### config.mk
export PLATFORM = sky130hd
export DESIGN_NAME = apb_reg_completer
export DESIGN_NICKNAME = d
export VERILOG_FILES = /design/src/rtl/apb_pkg.sv /design/src/rtl/apb_reg_array.sv /design/src/rtl/apb_reg_completer.sv
export SDC_FILE = /design/constraint.sdc
export NUM_CORES = 1
export LEC_CHECK = 0
export BUFFER_PORTS_ARGS = -buffer_cell sky130_fd_sc_hd__buf_2
export CAP_MARGIN = 20
export CELL_PAD_IN_SITES_DETAIL_PLACEMENT = 0
export CELL_PAD_IN_SITES_GLOBAL_PLACEMENT = 1
export CORE_AREA = 4 4 445 447
export DETAILED_ROUTE_END_ITERATION = 8
export DIE_AREA = 0 0 449 451
export GPL_TIMING_DRIVEN = 0
export HOLD_SLACK_MARGIN = 0.02
export PLACE_DENSITY = 0.5
export SETUP_SLACK_MARGIN = 0.02
export SKIP_CTS_REPAIR_TIMING = 1
export SYNTH_ARGS = -nofsm -noshare
export SYNTH_HDL_FRONTEND = slang
export SYNTH_SLANG_ARGS = --single-unit
### constraint.sdc
create_clock -name clk -period 2.5 [get_ports clk]
set_input_delay 0.5 -clock clk [delete_from_list [all_inputs] [get_ports clk]]
set_output_delay 0.5 -clock clk [all_outputs]
set_load 0.01 [all_outputs]
### src/rtl/apb_pkg.sv
// Shared types and helpers for the APB register completer.
package apb_pkg;

    typedef enum logic {IDLE, ACCESS} apb_cpl_state_e;

    localparam logic APB_RESP_OKAY = 1'b0;
    localparam logic APB_RESP_ERR  = 1'b1;

    // Word-index width; never below 1 so a single-register bank still has an index bit.
    function automatic int idx_w(input int n);
        return (n <= 2) ? 1 : $clog2(n);
    endfunction

endpackage

### src/rtl/apb_reg_array.sv
// Register storage, read-only status mux and per-register write pulses.
module apb_reg_array
    import apb_pkg::*;
#(
    parameter int                  NUM_REGS   = 16,
    parameter int                  DATA_WIDTH = 32,
    parameter int                  IDX_W      = idx_w(NUM_REGS),
    parameter logic [NUM_REGS-1:0] RO_MASK    = '0
) (
    input  logic                           clk,
    input  logic                           rst,
    input  logic                           wr_en,
    input  logic [IDX_W-1:0]               wr_idx,
    input  logic [DATA_WIDTH-1:0]          wr_data,
    input  logic [IDX_W-1:0]               rd_idx,
    input  logic [NUM_REGS*DATA_WIDTH-1:0] ro_in,
    output logic [DATA_WIDTH-1:0]          rd_data,
    output logic [NUM_REGS*DATA_WIDTH-1:0] reg_q,
    output logic [NUM_REGS-1:0]            reg_wr_pulse
);

    logic [NUM_REGS-1:0][DATA_WIDTH-1:0] regs;

    // RO slots are never written, so their storage stays at the reset value of 0.
    always_ff @(posedge clk) begin
        if (rst) begin
            regs         <= '0;
            reg_wr_pulse <= '0;
        end else begin
            for (int i = 0; i < NUM_REGS; i++) begin
                reg_wr_pulse[i] <= wr_en && (wr_idx == IDX_W'(i)) && !RO_MASK[i];
                if (wr_en && (wr_idx == IDX_W'(i)) && !RO_MASK[i])
                    regs[i] <= wr_data;
            end
        end
    end

    always_comb begin
        rd_data = '0;
        for (int i = 0; i < NUM_REGS; i++) begin
            if (rd_idx == IDX_W'(i))
                rd_data = RO_MASK[i] ? ro_in[i*DATA_WIDTH +: DATA_WIDTH] : regs[i];
        end
    end

    assign reg_q = regs;

endmodule

### src/rtl/apb_reg_completer.sv
// APB3 completer: address decode, wait-state counter and response FSM over a register bank.
module apb_reg_completer
    import apb_pkg::*;
#(
    parameter int                    ADDR_WIDTH  = 32,
    parameter int                    DATA_WIDTH  = 32,
    parameter int                    NUM_REGS    = 16,
    parameter logic [ADDR_WIDTH-1:0] BASE_ADDR   = '0,
    parameter int                    WAIT_STATES = 0,
    parameter logic [NUM_REGS-1:0]   RO_MASK     = '0
) (
    input  logic                           clk,
    input  logic                           rst,
    input  logic [ADDR_WIDTH-1:0]          S_APB_PADDR,
    input  logic                           S_APB_PSEL,
    input  logic                           S_APB_PENABLE,
    input  logic                           S_APB_PWRITE,
    input  logic [DATA_WIDTH-1:0]          S_APB_PWDATA,
    output logic [DATA_WIDTH-1:0]          S_APB_PRDATA,
    output logic                           S_APB_PREADY,
    output logic                           S_APB_PSLVERR,
    output logic [NUM_REGS*DATA_WIDTH-1:0] reg_q,
    output logic [NUM_REGS-1:0]            reg_wr_pulse,
    input  logic [NUM_REGS*DATA_WIDTH-1:0] ro_in
);

    localparam int IW = idx_w(NUM_REGS);

    typedef struct packed {
        logic                  err;
        logic                  write;
        logic [IW-1:0]         idx;
        logic [DATA_WIDTH-1:0] wdata;
        logic [DATA_WIDTH-1:0] rdata;
    } xfer_t;

    apb_cpl_state_e        state;
    logic [3:0]            cnt;
    xfer_t                 xfer_q;
    logic                  pready_q, pslverr_q;
    logic [DATA_WIDTH-1:0] prdata_q;

    logic [ADDR_WIDTH-1:0] off, word_off;
    logic                  in_range, dec_err;
    logic [IW-1:0]         dec_idx;
    logic [DATA_WIDTH-1:0] rd_data;
    logic                  go_ready, ld_err, ld_rd, wr_en;
    logic [DATA_WIDTH-1:0] ld_rdata;

    // PENABLE carries no information we need: any PSEL seen in IDLE starts a transfer.
    logic unused_penable;
    assign unused_penable = S_APB_PENABLE;

    assign off      = S_APB_PADDR - BASE_ADDR;
    assign word_off = off >> 2;
    assign in_range = (S_APB_PADDR[1:0] == 2'b00) && (S_APB_PADDR >= BASE_ADDR)
                      && (word_off < ADDR_WIDTH'(NUM_REGS));
    assign dec_idx  = word_off[IW-1:0];
    assign dec_err  = !in_range || (S_APB_PWRITE && RO_MASK[dec_idx]);

    // Response source: live decode when completing straight from setup, latched copy otherwise.
    always_comb begin
        if (state == IDLE) begin
            go_ready = S_APB_PSEL && (WAIT_STATES == 0);
            ld_err   = dec_err;
            ld_rd    = !dec_err && !S_APB_PWRITE;
            ld_rdata = rd_data;
        end else begin
            go_ready = S_APB_PSEL && !pready_q && (cnt == 4'd1);
            ld_err   = xfer_q.err;
            ld_rd    = !xfer_q.err && !xfer_q.write;
            ld_rdata = xfer_q.rdata;
        end
    end

    assign wr_en = (state == ACCESS) && pready_q && S_APB_PSEL && xfer_q.write && !xfer_q.err;

    always_ff @(posedge clk) begin
        if (rst) begin
            state     <= IDLE;
            cnt       <= '0;
            xfer_q    <= '0;
            pready_q  <= 1'b0;
            pslverr_q <= APB_RESP_OKAY;
            prdata_q  <= '0;
        end else begin
            pready_q  <= go_ready;
            pslverr_q <= (go_ready && ld_err) ? APB_RESP_ERR : APB_RESP_OKAY;
            prdata_q  <= (go_ready && ld_rd) ? ld_rdata : '0;
            case (state)
                IDLE: begin
                    if (S_APB_PSEL) begin
                        state  <= ACCESS;
                        cnt    <= 4'(WAIT_STATES);
                        xfer_q <= '{err: dec_err, write: S_APB_PWRITE, idx: dec_idx,
                                    wdata: S_APB_PWDATA, rdata: rd_data};
                    end
                end
                ACCESS: begin
                    // Completion cycle or master abort both return to IDLE.
                    if (pready_q || !S_APB_PSEL) begin
                        state <= IDLE;
                        cnt   <= '0;
                    end else begin
                        cnt <= cnt - 4'd1;
                    end
                end
            endcase
        end
    end

    assign S_APB_PREADY  = pready_q;
    assign S_APB_PSLVERR = pslverr_q;
    assign S_APB_PRDATA  = prdata_q;

    apb_reg_array #(
        .NUM_REGS  (NUM_REGS),
        .DATA_WIDTH(DATA_WIDTH),
        .IDX_W     (IW),
        .RO_MASK   (RO_MASK)
    ) u_regs (
        .clk         (clk),
        .rst         (rst),
        .wr_en       (wr_en),
        .wr_idx      (xfer_q.idx),
        .wr_data     (xfer_q.wdata),
        .rd_idx      (dec_idx),
        .ro_in       (ro_in),
        .rd_data     (rd_data),
        .reg_q       (reg_q),
        .reg_wr_pulse(reg_wr_pulse)
    );

endmodule

==> parameters.txt <==
Parameter                              Value

Outcome
  Run status    finished, violations left
  Failing checks    setup timing

Yosys
  Average cell area after synthesis    7.69 µm²
  Syn nets    4076
  Proportion of register bits with asynchronous set or reset after synthesis    0%
  Number of distinct standard cells referenced by the synthesized netlist    67
  Post-Synthesis Cells    3493
  #FFs+latches synth    637
  Post-synthesis cell area    0.0269 mm²
  Commonest register cell after synthesis    dfxtp_1
  Sequential area share after synthesis    47.5%
  Number of flops mapped to enable cells by yosys    0
  Yosys warning count    0

Critical path
  Classification of the worst setup path    reg2reg
  Critical path capture point type    flop
  CP cell instances    and2b_1 -> nand4_1 -> buf_4 -> nor3b_2 -> nand2_1 -> clkbuf_2 -> nor2_1
  Startpoint types    flop
  Signal arrival time at the worst endpoint    3.23 ns
  Top Family by Delay on Critical Path    simple AND/OR/NAND/NOR gates
  Cell type of the slowest stage on the worst timing path    dfxtp_1
  Endpoint required time on the critical path    3.06 ns
  Largest incremental delay on the critical path    0.42 ns
  CP Buf/Inv Count    2
  Worst-path maximum fanout    10

Min path
  Hold Path Class    in2reg

Global routing
  Via count of the first global-routing pass    28792
  Overall routing resource usage    21.4%
  Initial antenna violation count    18
  Pin count of the biggest net entering global routing    13
  Wire length of the first global-routing pass    291000 µm
  GR Overflow Total    0

Layout
  Number of nets in the final layout    4817
  Most common cell after layout, fill and taps aside    nand2_1
  Layout-stage area growth over the synthesis result    37.8%
  Leading cell types in the layout, fill and taps excluded    1189 x nand2_1, 667 x buf_2, 637 x dfxtp_1
  Share of post-route cells with drive strength above 1    25.3%
  Utilization after layout    19.1%

Place
  Post-detailed-placement half-perimeter wirelength    184000 µm
  Quantity of I/O buffers inserted on ports    627
  Final Wtd Congestion    0.961
  Post-placement setup slack    -1.78 ns

Pwr
  Cell leakage power    14.0 nW
  Total chip power    24.2 mW
  Maximum vdd ir drop    0.527 mV
  Total power per unit cell area    654 mW/mm²

Drt
  Average routed wire per standard cell    33.2 µm
  Number of DRC markers after the initial detailed-route iteration    3132
  Total via count in the routed design    30846
  Iteration count of the initial detailed-routing pass    6
  Detailed-route wire length    227000 µm
  DRC Markers    0
  Post-DRT Antenna Nets    0
  Detail-routed via count per cell    4.51

STA
  Maximum achievable frequency    376 MHz
  Headroom to the max-slew limit    16.4%
  Worst Hold Slack    0.0297 ns
  Worst-margin pin slew    1.25 ns
  Crit path time final    2.66 ns
  Final setup viols    24
  Number of endpoints with negative hold slack in the final report    0
  Min setup slack post-route    -0.162 ns
  Setup repair after global routing missed its margin    true
  Clock Skew    0.0401 ns
  Setup TNS    -1.36 ns
  Fin crit share    106%
  Number of slew-limit violations in the final report    0

CTS
  H-tree depth    3
  CTS buffer count    77
  Cell chosen for the clock root    clkbuf_16
  Clock tree from TritonCTS    done
  Register clock-pin slew on the reported worst setup and hold paths    0.06 ns
  Maximum root-to-sink buffer count    3
  Latest clock arrival within the worst-skew pair    0.71 ns
  Clock sink count    637

Floorplanning
  Number of top-level design ports    1143
  Standard-cell row count    162
  Die width    449 µm
  Initial core utilization    13.8%
  Core area    0.194 mm²
  Floorplan die area    0.202 mm²
  Die extent in y    451 µm

Run
  Max-cap violations    0
## per-stage QoR
stage / std cells / cell area (µm²)
after floorplan: 3493 / 26900
after global placement: 6662 / 33200
after detailed placement: 6686 / 33500
after CTS: 6820 / 36100
after global routing: 6836 / 37000
final: 6842 / 37000
## final timing paths
path / from / end / slack [ns] / cells past startpoint
max: state / u_regs.reg_wr_pulse[8] / -0.16 / 7
min: S_APB_PWDATA[6] / xfer_q[38] / 0.03 / 3
max reg2reg: state / u_regs.reg_wr_pulse[8] / -0.16 / 7
min reg2reg: xfer_q[9] / S_APB_PRDATA[9] / 0.45 / 2
## report_power, final
| part | leakage (nW) | switching [mW] | internal, mW |
|---|---|---|---|
| Sequential | 5.14 | 0.0325 | 10.2 |
| Combinational | 7.58 | 1.68 | 0.483 |
| Clock | 1.25 | 5.06 | 6.73 |
| Total | 14.0 | 6.78 | 17.4 |
## sequential cells by signal (all words and copies together) (netlist names)
| name | flops |
|---|---|
| state | 1 |
| S_APB_PRDATA | 32 |
| S_APB_PSLVERR | 1 |
| S_APB_PREADY | 1 |
| u_regs.reg_wr_pulse | 16 |
| u_regs.reg_q | 512 |
| cnt | 4 |
| xfer_q | 70 |
## routing by layer
metal	part of all wire (%)	vias to the layer above	track usage, %
met5	0.031	-	0
met1	34	15272	21.6
met4	10	10	17.3
met2	48	1654	36.8
met3	8.3	557	6.34
li1	-	13353	-
## synth_stat cells, drive strengths merged (4+ instances only)
library cell / n / area [µm²]
a2111oi: 13 / 120
a211oi: 40 / 300
a21o: 17 / 128
a21oi: 601 / 3010
a221o: 5 / 50.1
a221oi: 20 / 175
a222oi: 8 / 80.1
a22o: 8 / 70.1
a22oi: 31 / 233
a2bb2oi: 4 / 35.0
a31oi: 10 / 62.6
a32oi: 4 / 35.0
and2: 4 / 25.0
and3: 7 / 43.8
buf: 73 / 405
clkbuf: 269 / 1010
dfxtp: 637 / 12800
inv: 9 / 33.8
mux2: 36 / 405
mux2i: 51 / 510
mux4: 20 / 454
nand2: 1191 / 4470
nand2b: 12 / 75.1
nand3: 19 / 95.1
nand3b: 14 / 105
nor2: 129 / 484
nor2b: 13 / 81.3
nor3: 24 / 130
nor3b: 8 / 65.1
nor4: 7 / 43.8
o211ai: 10 / 75.1
o21a: 7 / 52.6
o21ai: 86 / 430
o221ai: 17 / 149
o22ai: 34 / 213
o2bb2ai: 5 / 43.8
o31ai: 8 / 60.1
or3: 4 / 25.0
## tightest hold or removal path: stages
cell	delay [ns]
buf_2	0.09
nand2_1	0.05
a21oi_1	0.05
## final cells by class
| cell class | count | area (µm²) |
|---|---|---|
| Sequential cell | 637 | 12800 |
| Multi-Input combinational cell | 2505 | 13300 |
| Tap cell | 2542 | 3180 |
| Clock inverter | 21 | 312 |
| Inverter | 9 | 33.8 |
| Antenna cell | 11 | 27.5 |
| Buffer | 338 | 1610 |
| Timing Repair Buffer | 666 | 3570 |
| Fill cell | 22051 | 157000 |
| Clock buffer | 113 | 2230 |
## cell families (layout without fill, tap and decap cells)
group / Yosys count / in the layout / share of synthesized area [%]
AO/OA/AOI/OAI: 950 / 950 / 20.5
adder cells (fa/ha/maj): 2 / 2 / 0.0931
buffers and inverters: 351 / 1147 / 5.39
flip-flops: 637 / 637 / 47.5
multiplexers: 107 / 107 / 5.10
other: 0 / 11 / 0
AND/OR/NAND/NOR: 1446 / 1446 / 21.4
Power figures use the tool's default switching activity.
